==> src/rtl/midi_voice_allocator_pkg.sv <==
// Shared types and widths for the MIDI voice allocator and its age tracker.
package midi_voice_allocator_pkg;

    localparam int NUM_VOICES = 8;
    localparam int NOTE_W     = 6;
    localparam int VEL_W      = 8;
    localparam int VOICE_W    = 3;

    typedef enum logic [1:0] {
        IDLE  = 2'd0,
        SCAN  = 2'd1,
        ISSUE = 2'd2
    } state_t;

endpackage

==> src/rtl/voice_age_tracker.sv <==
// Per-voice age ranks (0 newest .. 7 oldest), kept as a permutation of 0..7.
module voice_age_tracker
    import midi_voice_allocator_pkg::*;
(
    input  logic               clk,
    input  logic               reset,
    input  logic               i_alloc,
    input  logic [VOICE_W-1:0] i_alloc_idx,
    output logic [VOICE_W-1:0] o_oldest_idx
);

    logic [VOICE_W-1:0] r_age      [NUM_VOICES];
    logic [VOICE_W-1:0] w_age_next [NUM_VOICES];
    logic [VOICE_W-1:0] w_old_age;

    assign w_old_age = r_age[i_alloc_idx];

    // Target becomes newest; only voices younger than it shift down one rank.
    genvar gi;
    generate
        for (gi = 0; gi < NUM_VOICES; gi++) begin : g_age
            assign w_age_next[gi] = (i_alloc_idx == VOICE_W'(gi)) ? '0 :
                                    (r_age[gi] < w_old_age)       ? r_age[gi] + 1'b1 :
                                                                    r_age[gi];
        end
    endgenerate

    always_ff @(posedge clk) begin
        if (reset) begin
            for (int i = 0; i < NUM_VOICES; i++) begin
                r_age[i] <= VOICE_W'(i);
            end
        end else if (i_alloc) begin
            for (int i = 0; i < NUM_VOICES; i++) begin
                r_age[i] <= w_age_next[i];
            end
        end
    end

    always_comb begin
        o_oldest_idx = '0;
        for (int i = 0; i < NUM_VOICES; i++) begin
            if (r_age[i] == VOICE_W'(NUM_VOICES - 1)) begin
                o_oldest_idx = VOICE_W'(i);
            end
        end
    end

endmodule

==> src/rtl/midi_voice_allocator.sv <==
// Assigns note-on/note-off events to 8 voice slots with retrigger, free-slot and oldest-steal policy.
module midi_voice_allocator #(
    parameter int NUM_VOICES = 8
) (
    input  logic                                       clk,
    input  logic                                       reset,
    input  logic                                       ev_valid,
    output logic                                       ev_ready,
    input  logic                                       ev_note_on,
    input  logic [midi_voice_allocator_pkg::NOTE_W-1:0] ev_note,
    input  logic [midi_voice_allocator_pkg::VEL_W-1:0]  ev_velocity,
    input  logic [NUM_VOICES-1:0]                      voice_done,
    output logic                                       update_voice,
    output logic [midi_voice_allocator_pkg::VOICE_W-1:0] voice_sel,
    output logic [midi_voice_allocator_pkg::NOTE_W-1:0] voice_note,
    output logic [midi_voice_allocator_pkg::VEL_W-1:0]  voice_velocity,
    output logic                                       voice_gate,
    output logic [NUM_VOICES-1:0]                      voice_busy,
    output logic                                       steal
);
    import midi_voice_allocator_pkg::*;

    state_t r_state, w_state_next;

    logic               r_ev_note_on;
    logic [NOTE_W-1:0]  r_ev_note;
    logic [VEL_W-1:0]   r_ev_vel;
    logic [VOICE_W-1:0] r_scan_idx;
    logic               r_match_found, r_free_found;
    logic [VOICE_W-1:0] r_match_idx, r_free_idx;

    logic [NUM_VOICES-1:0] r_busy, r_gate;
    logic [NOTE_W-1:0]     r_note [NUM_VOICES];
    logic [NUM_VOICES-1:0] w_busy_next, w_gate_next;
    logic [NOTE_W-1:0]     w_note_next [NUM_VOICES];

    logic               r_update, r_steal, r_gate_out;
    logic [VOICE_W-1:0] r_sel;
    logic [NOTE_W-1:0]  r_note_out;
    logic [VEL_W-1:0]   r_vel_out;

    logic               w_accept, w_scan_last, w_cur_match, w_cur_free;
    logic               w_match_found, w_free_found;
    logic [VOICE_W-1:0] w_match_idx, w_free_idx, w_oldest;
    logic               w_commit, w_tgt_gate, w_tgt_steal;
    logic [VOICE_W-1:0] w_tgt;

    always_comb begin
        w_state_next = r_state;
        ev_ready     = 1'b0;
        unique case (r_state)
            IDLE: begin
                ev_ready = 1'b1;
                if (ev_valid) w_state_next = SCAN;
            end
            SCAN:    if (w_scan_last) w_state_next = ISSUE;
            ISSUE:   w_state_next = IDLE;
            default: w_state_next = IDLE;
        endcase
    end

    always_ff @(posedge clk) begin
        if (reset) r_state <= IDLE;
        else       r_state <= w_state_next;
    end

    assign w_accept    = ev_valid && ev_ready;
    assign w_scan_last = (r_state == SCAN) && (r_scan_idx == VOICE_W'(NUM_VOICES - 1));
    assign w_cur_match = r_gate[r_scan_idx] && (r_note[r_scan_idx] == r_ev_note);
    assign w_cur_free  = !r_busy[r_scan_idx];

    // Fold the voice under examination in the final scan cycle into the decision.
    assign w_match_found = r_match_found || w_cur_match;
    assign w_match_idx   = r_match_found ? r_match_idx : r_scan_idx;
    assign w_free_found  = r_free_found || w_cur_free;
    assign w_free_idx    = r_free_found ? r_free_idx : r_scan_idx;

    always_comb begin
        w_commit    = 1'b0;
        w_tgt       = '0;
        w_tgt_gate  = 1'b0;
        w_tgt_steal = 1'b0;
        if (w_scan_last) begin
            if (r_ev_note_on) begin
                w_commit   = 1'b1;
                w_tgt_gate = 1'b1;
                if (w_match_found) begin
                    w_tgt = w_match_idx;
                end else if (w_free_found) begin
                    w_tgt = w_free_idx;
                end else begin
                    w_tgt       = w_oldest;
                    w_tgt_steal = 1'b1;
                end
            end else if (w_match_found) begin
                w_commit = 1'b1;
                w_tgt    = w_match_idx;
            end
        end
    end

    voice_age_tracker u_age (
        .clk          (clk),
        .reset        (reset),
        .i_alloc      (w_commit && r_ev_note_on),
        .i_alloc_idx  (w_tgt),
        .o_oldest_idx (w_oldest)
    );

    // An issue to a voice overrides a simultaneous release-done on that voice.
    genvar gi;
    generate
        for (gi = 0; gi < NUM_VOICES; gi++) begin : g_voice
            logic w_hit;
            assign w_hit = w_commit && (w_tgt == VOICE_W'(gi));
            assign w_busy_next[gi] = w_hit ? 1'b1 :
                                     (voice_done[gi] && !r_gate[gi]) ? 1'b0 : r_busy[gi];
            assign w_gate_next[gi] = w_hit ? w_tgt_gate : r_gate[gi];
            assign w_note_next[gi] = (w_hit && w_tgt_gate) ? r_ev_note : r_note[gi];
        end
    endgenerate

    always_ff @(posedge clk) begin
        if (reset) begin
            r_busy <= '0;
            r_gate <= '0;
            for (int i = 0; i < NUM_VOICES; i++) r_note[i] <= '0;
        end else begin
            r_busy <= w_busy_next;
            r_gate <= w_gate_next;
            for (int i = 0; i < NUM_VOICES; i++) r_note[i] <= w_note_next[i];
        end
    end

    always_ff @(posedge clk) begin
        if (reset) begin
            r_ev_note_on  <= 1'b0;
            r_ev_note     <= '0;
            r_ev_vel      <= '0;
            r_scan_idx    <= '0;
            r_match_found <= 1'b0;
            r_match_idx   <= '0;
            r_free_found  <= 1'b0;
            r_free_idx    <= '0;
            r_update      <= 1'b0;
            r_steal       <= 1'b0;
            r_gate_out    <= 1'b0;
            r_sel         <= '0;
            r_note_out    <= '0;
            r_vel_out     <= '0;
        end else begin
            if (w_accept) begin
                r_ev_note_on  <= ev_note_on;
                r_ev_note     <= ev_note;
                r_ev_vel      <= ev_velocity;
                r_scan_idx    <= '0;
                r_match_found <= 1'b0;
                r_free_found  <= 1'b0;
            end else if (r_state == SCAN) begin
                r_scan_idx <= r_scan_idx + 1'b1;
                if (!r_match_found && w_cur_match) begin
                    r_match_found <= 1'b1;
                    r_match_idx   <= r_scan_idx;
                end
                if (!r_free_found && w_cur_free) begin
                    r_free_found <= 1'b1;
                    r_free_idx   <= r_scan_idx;
                end
            end
            r_update   <= w_commit;
            r_steal    <= w_commit && w_tgt_steal;
            r_gate_out <= w_commit && w_tgt_gate;
            r_sel      <= w_commit ? w_tgt : '0;
            r_note_out <= w_commit ? r_ev_note : '0;
            r_vel_out  <= (w_commit && r_ev_note_on) ? r_ev_vel : '0;
        end
    end

    assign update_voice   = r_update;
    assign steal          = r_steal;
    assign voice_gate     = r_gate_out;
    assign voice_sel      = r_sel;
    assign voice_note     = r_note_out;
    assign voice_velocity = r_vel_out;
    assign voice_busy     = r_busy;

endmodule

==> config.mk <==
export PLATFORM = sky130hd
export DESIGN_NAME = midi_voice_allocator
export DESIGN_NICKNAME = d
export VERILOG_FILES = /design/src/rtl/midi_voice_allocator_pkg.sv /design/src/rtl/voice_age_tracker.sv /design/src/rtl/midi_voice_allocator.sv
export SDC_FILE = /design/constraint.sdc
export NUM_CORES = 1
export LEC_CHECK = 0
export ABC_AREA = 0
export CAP_MARGIN = 20
export CORE_AREA = 10 10 148 123
export DETAILED_ROUTE_END_ITERATION = 8
export DIE_AREA = 0 0 158 133
export PLACE_DENSITY_LB_ADDON = 0.1
export SLEW_MARGIN = 20
export SYNTH_ARGS = -nofsm -noshare
export SYNTH_HDL_FRONTEND = slang
export SYNTH_SLANG_ARGS = --single-unit
==> constraint.sdc <==
create_clock -name clk -period 6.1 [get_ports clk]
set_input_delay 0.915 -clock clk [delete_from_list [all_inputs] [get_ports clk]]
set_output_delay 0.915 -clock clk [all_outputs]
set_load 0.01 [all_outputs]
==> flow_metrics.py <==
metrics = {
    "timing": {
        "max-slew-margin-rel": 0.3528,
        "slew_viol_final": 0,
        "finalHoldViolations": 0,
        "period_needed_ns": 5.361,
        "finalCritPeriodShare": 0.8788,
        "rsz0062_at_grt": "false",
        "hold_ws_ns": 0.4484,
        "worst_slack_ns": 0.7390,
        "setup_violations": 0,
        "setup_tns_ns": 0,
        "tightest_slew_ns": 0.9697,
        "fmax_mhz": 186.5,
        "skew_ns": 0.009341,
    },
    "logic_synthesis": {
        "synth_edf_count": 72,
        "yosysWarnings": 0,
        "synth_nets": 691,
        "synth_seq_cells": 139,
        "syn-cell-area_um2": 6740,
        "syn_inst": 640,
        "ys.flop_type": "edfxtp_1",
        "yosysTopAreaCellShare": 0.3208,
        "async_reset_ff_frac": 0,
        "avgSynthCellArea_um2": 10.53,
        "seq_area_frac_synth": 0.5198,
        "ys_types": 64,
        "yosysTopAreaCell": "edfxtp_1",
        "synth_area_leaders": "edfxtp_1, dfxtp_1, ha_1, nand2_1, mux2i_1",
    },
    "drt": {
        "viasPerCell": 5.748,
        "wl_per_cell_um": 20.54,
        "first_iter_violations": 523,
        "routed_wl_mm": 18.32,
        "via_count": 5127,
        "antenna_left": 0,
        "drc": 0,
        "detailedRoute.firstPassIterationCount": 5,
    },
    "power": {
        "switching_power_mw": 0.5016,
        "sequentialPowerShare": 0.470,
        "internal_power_mw": 1.706,
        "p_per_area_nw_per_um2": 275.3,
        "power_frac_comb": 0.056,
        "p_leak_nw": 3.134,
        "switching_share": 0.2272,
        "clkPwrFrac": 0.475,
        "peakVddDrop_mv": 0.2009,
    },
    "cells_and_area": {
        "final_cell_mix": "nand2_1, edfxtp_1, dfxtp_1",
        "mostFrequentLayoutCell": "nand2_1",
        "layout.nets": 737,
        "final_layout_size_suffix_gt1_frac": 0.1001,
        "synthToLayoutAreaGrowth_pct": 18.99,
        "fin_area_um2": 8020,
        "n_antenna_cell": 0,
    },
    "clock_tree": {
        "tritoncts": "yes",
        "h-tree-depth": 4,
        "cts_resized": 0,
        "numCtsBuffers": 17,
        "clk_latency_ns": 0.43,
        "path_clk_slew_ns": 0.06,
        "clockBufferDepth": 2,
        "cts_hold_buf": 0,
        "root_buffer": "clkbuf_16",
        "numClockSinks": 139,
        "postCtsSetupRepairBufs": 0,
    },
    "floorplanning": {
        "die_h_um": 133,
        "initial_utilization": 0.4394,
        "die_x_um": 158,
        "fp.dieArea_um2": 21010,
        "core_area_um2": 15340,
        "rows": 41,
        "ios": 55,
    },
    "setup_path": {
        "r2r-end": "u_age.r_age[3][0]",
        "cp.required_ns": 6.18,
        "endpoint_kind": "flip-flop",
        "crit_arrival_ns": 5.44,
        "r2r_cells": 14,
        "r2r_start": "r_scan_idx[0]",
        "cp-start-kind": "flip-flop",
        "r2r_slack_ns": 0.74,
        "path_class": "flip-flop to flip-flop",
        "cp_max_fo": 19,
    },
    "global_route": {
        "grt_overflow": 0,
        "grt_pass1_vias": 5111,
        "grt_start_max_net_pins": 56,
        "grt_pass1_wl_mm": 29.06,
        "grt_use_total": 0.1796,
        "grt_antenna_before_repair": 0,
    },
    "placement": {
        "dpl_worst_slack_ns": 0.9311,
        "placed_cell_area_um2": 7416,
        "place_congestion": 0.8983,
        "dpl.hpwl_mm": 13.11,
        "portBuffers": 54,
    },
    "run_status": {
        "status": "completed",
    },
    "min_path": {
        "hold_path_class": "flip-flop to flip-flop",
        "hold_start": "r_ev_vel[1]",
        "min_path_cells": 2,
        "holdPathEnd": "r_ev_vel[1]",
    },
    "run": {
        "max_cap_violations": 0,
    },
}
-- cells in the mapped netlist, drive strengths merged (3+ instances only) --
| master | number |
|---|---|
| inv | 32 |
| nor3b | 3 |
| and2 | 11 |
| clkbuf | 24 |
| a21oi | 48 |
| edfxtp | 72 |
| a211o | 4 |
| a22oi | 5 |
| a2bb2oi | 7 |
| nand2b | 3 |
| nand2 | 81 |
| dfxtp | 67 |
| a21o | 3 |
| and3 | 40 |
| xor2 | 4 |
| nand3 | 12 |
| a211oi | 4 |
| ha | 25 |
| o21ai | 32 |
| nor3 | 12 |
| mux2i | 29 |
| mux2 | 3 |
| nor2b | 6 |
| o211ai | 6 |
| a31oi | 4 |
| nor2 | 51 |
| buf | 12 |
| mux4 | 12 |
-- how the worst max path moves through the flow --
stage | slack [ns] | depth (start not counted) | endpoint | from
global placement | 1.08 | 14 | u_age.r_age[3][0] | r_scan_idx[0]
finish | 0.74 | 14 | u_age.r_age[3][0] | r_scan_idx[0]
global route | 0.38 | 14 | u_age.r_age[3][0] | r_scan_idx[0]
floorplan | 1.78 | 16 | u_age.r_age[3][0] | flip-flop
CTS | 0.86 | 14 | u_age.r_age[3][0] | r_scan_idx[0]
detailed placement | 0.93 | 14 | u_age.r_age[3][2] | r_scan_idx[0]
-- per-layer routing --
metal | wire, um | vias up | share of wire | GRT usage
li1 | - | 2413 | - | -
met3 | 1173 | 10 | 0.064 | 0.05831
met4 | 143 | 0 | 0.0078 | 0.04162
met5 | 0 | - | 0 | 0
met2 | 8027 | 160 | 0.44 | 0.2539
met1 | 8974 | 2544 | 0.49 | 0.2586
-- state kept, by name, indices dropped and copies added (netlist names), 6 cells and up, named ones only --
name,flops
r_gate,8
voice_velocity,8
r_note,48
voice_note,6
r_ev_note,6
r_ev_vel,8
u_age.r_age,24
voice_busy,8
-- cell type report --
type,count,area (um2)
well taps,193,241.5
inverters,32,120.1
multi-input cells,433,2948
repair buffers,63,603.1
clock inverters,11,132.6
clock buffers,21,471.7
flip-flops and latches,139,3503
fillers,1365,7318
-- worst max-delay path, stage by stage, from the launching register on --
cell	delay (ns)
dfxtp_1	0.77
ha_1	0.26
ha_1	0.19
and2_1	0.22
nand2_1	0.40
or4b_2	0.77
o211ai_2	0.14
o311ai_4	0.30
a211oi_1	0.37
a211oi_1	0.10
a31oi_1	0.68
ha_1	0.35
o21ai_0	0.15
a21oi_1	0.09
o21ai_0	0.22
-- power groups by stage --
stage | clock network [mW] | registers [mW] | logic, mW
final | 1.05 | 1.04 | 0.123
after global routing | 1.10 | 1.04 | 0.136
after CTS | 1.06 | 1.04 | 0.123
after detailed placement | 0 | 1.06 | 0.122
after global placement | 0 | 1.06 | 0.120
after floorplan | 0 | 1.04 | 0.0867
-- logic make-up (layout without fill, tap and decap cells) --
family,Yosys count,after routing,share of synthesized area
muxes,44,44,0.08985
DFF,139,139,0.5198
AOI/OAI and AO/OA,128,128,0.1255
and+or+nand+nor,228,228,0.1645
xor gates and xnor gates,6,6,0.007796
buffers and inverters,68,127,0.04288
adders and majority gates,27,27,0.04975
-- per-stage QoR --
stage / power, mW / utilization / cells
2_1_floorplan: 1.127 / - / 640
3_3_place_gp: 1.175 / 0.4835 / 860
3_5_place_dp: 1.178 / 0.4835 / 860
4_1_cts: 2.224 / 0.5229 / 892
5_1_grt: 2.281 / 0.5229 / 892
6_report: 2.208 / 0.5229 / 892
Note: power is estimated with default switching activity, not from simulation.
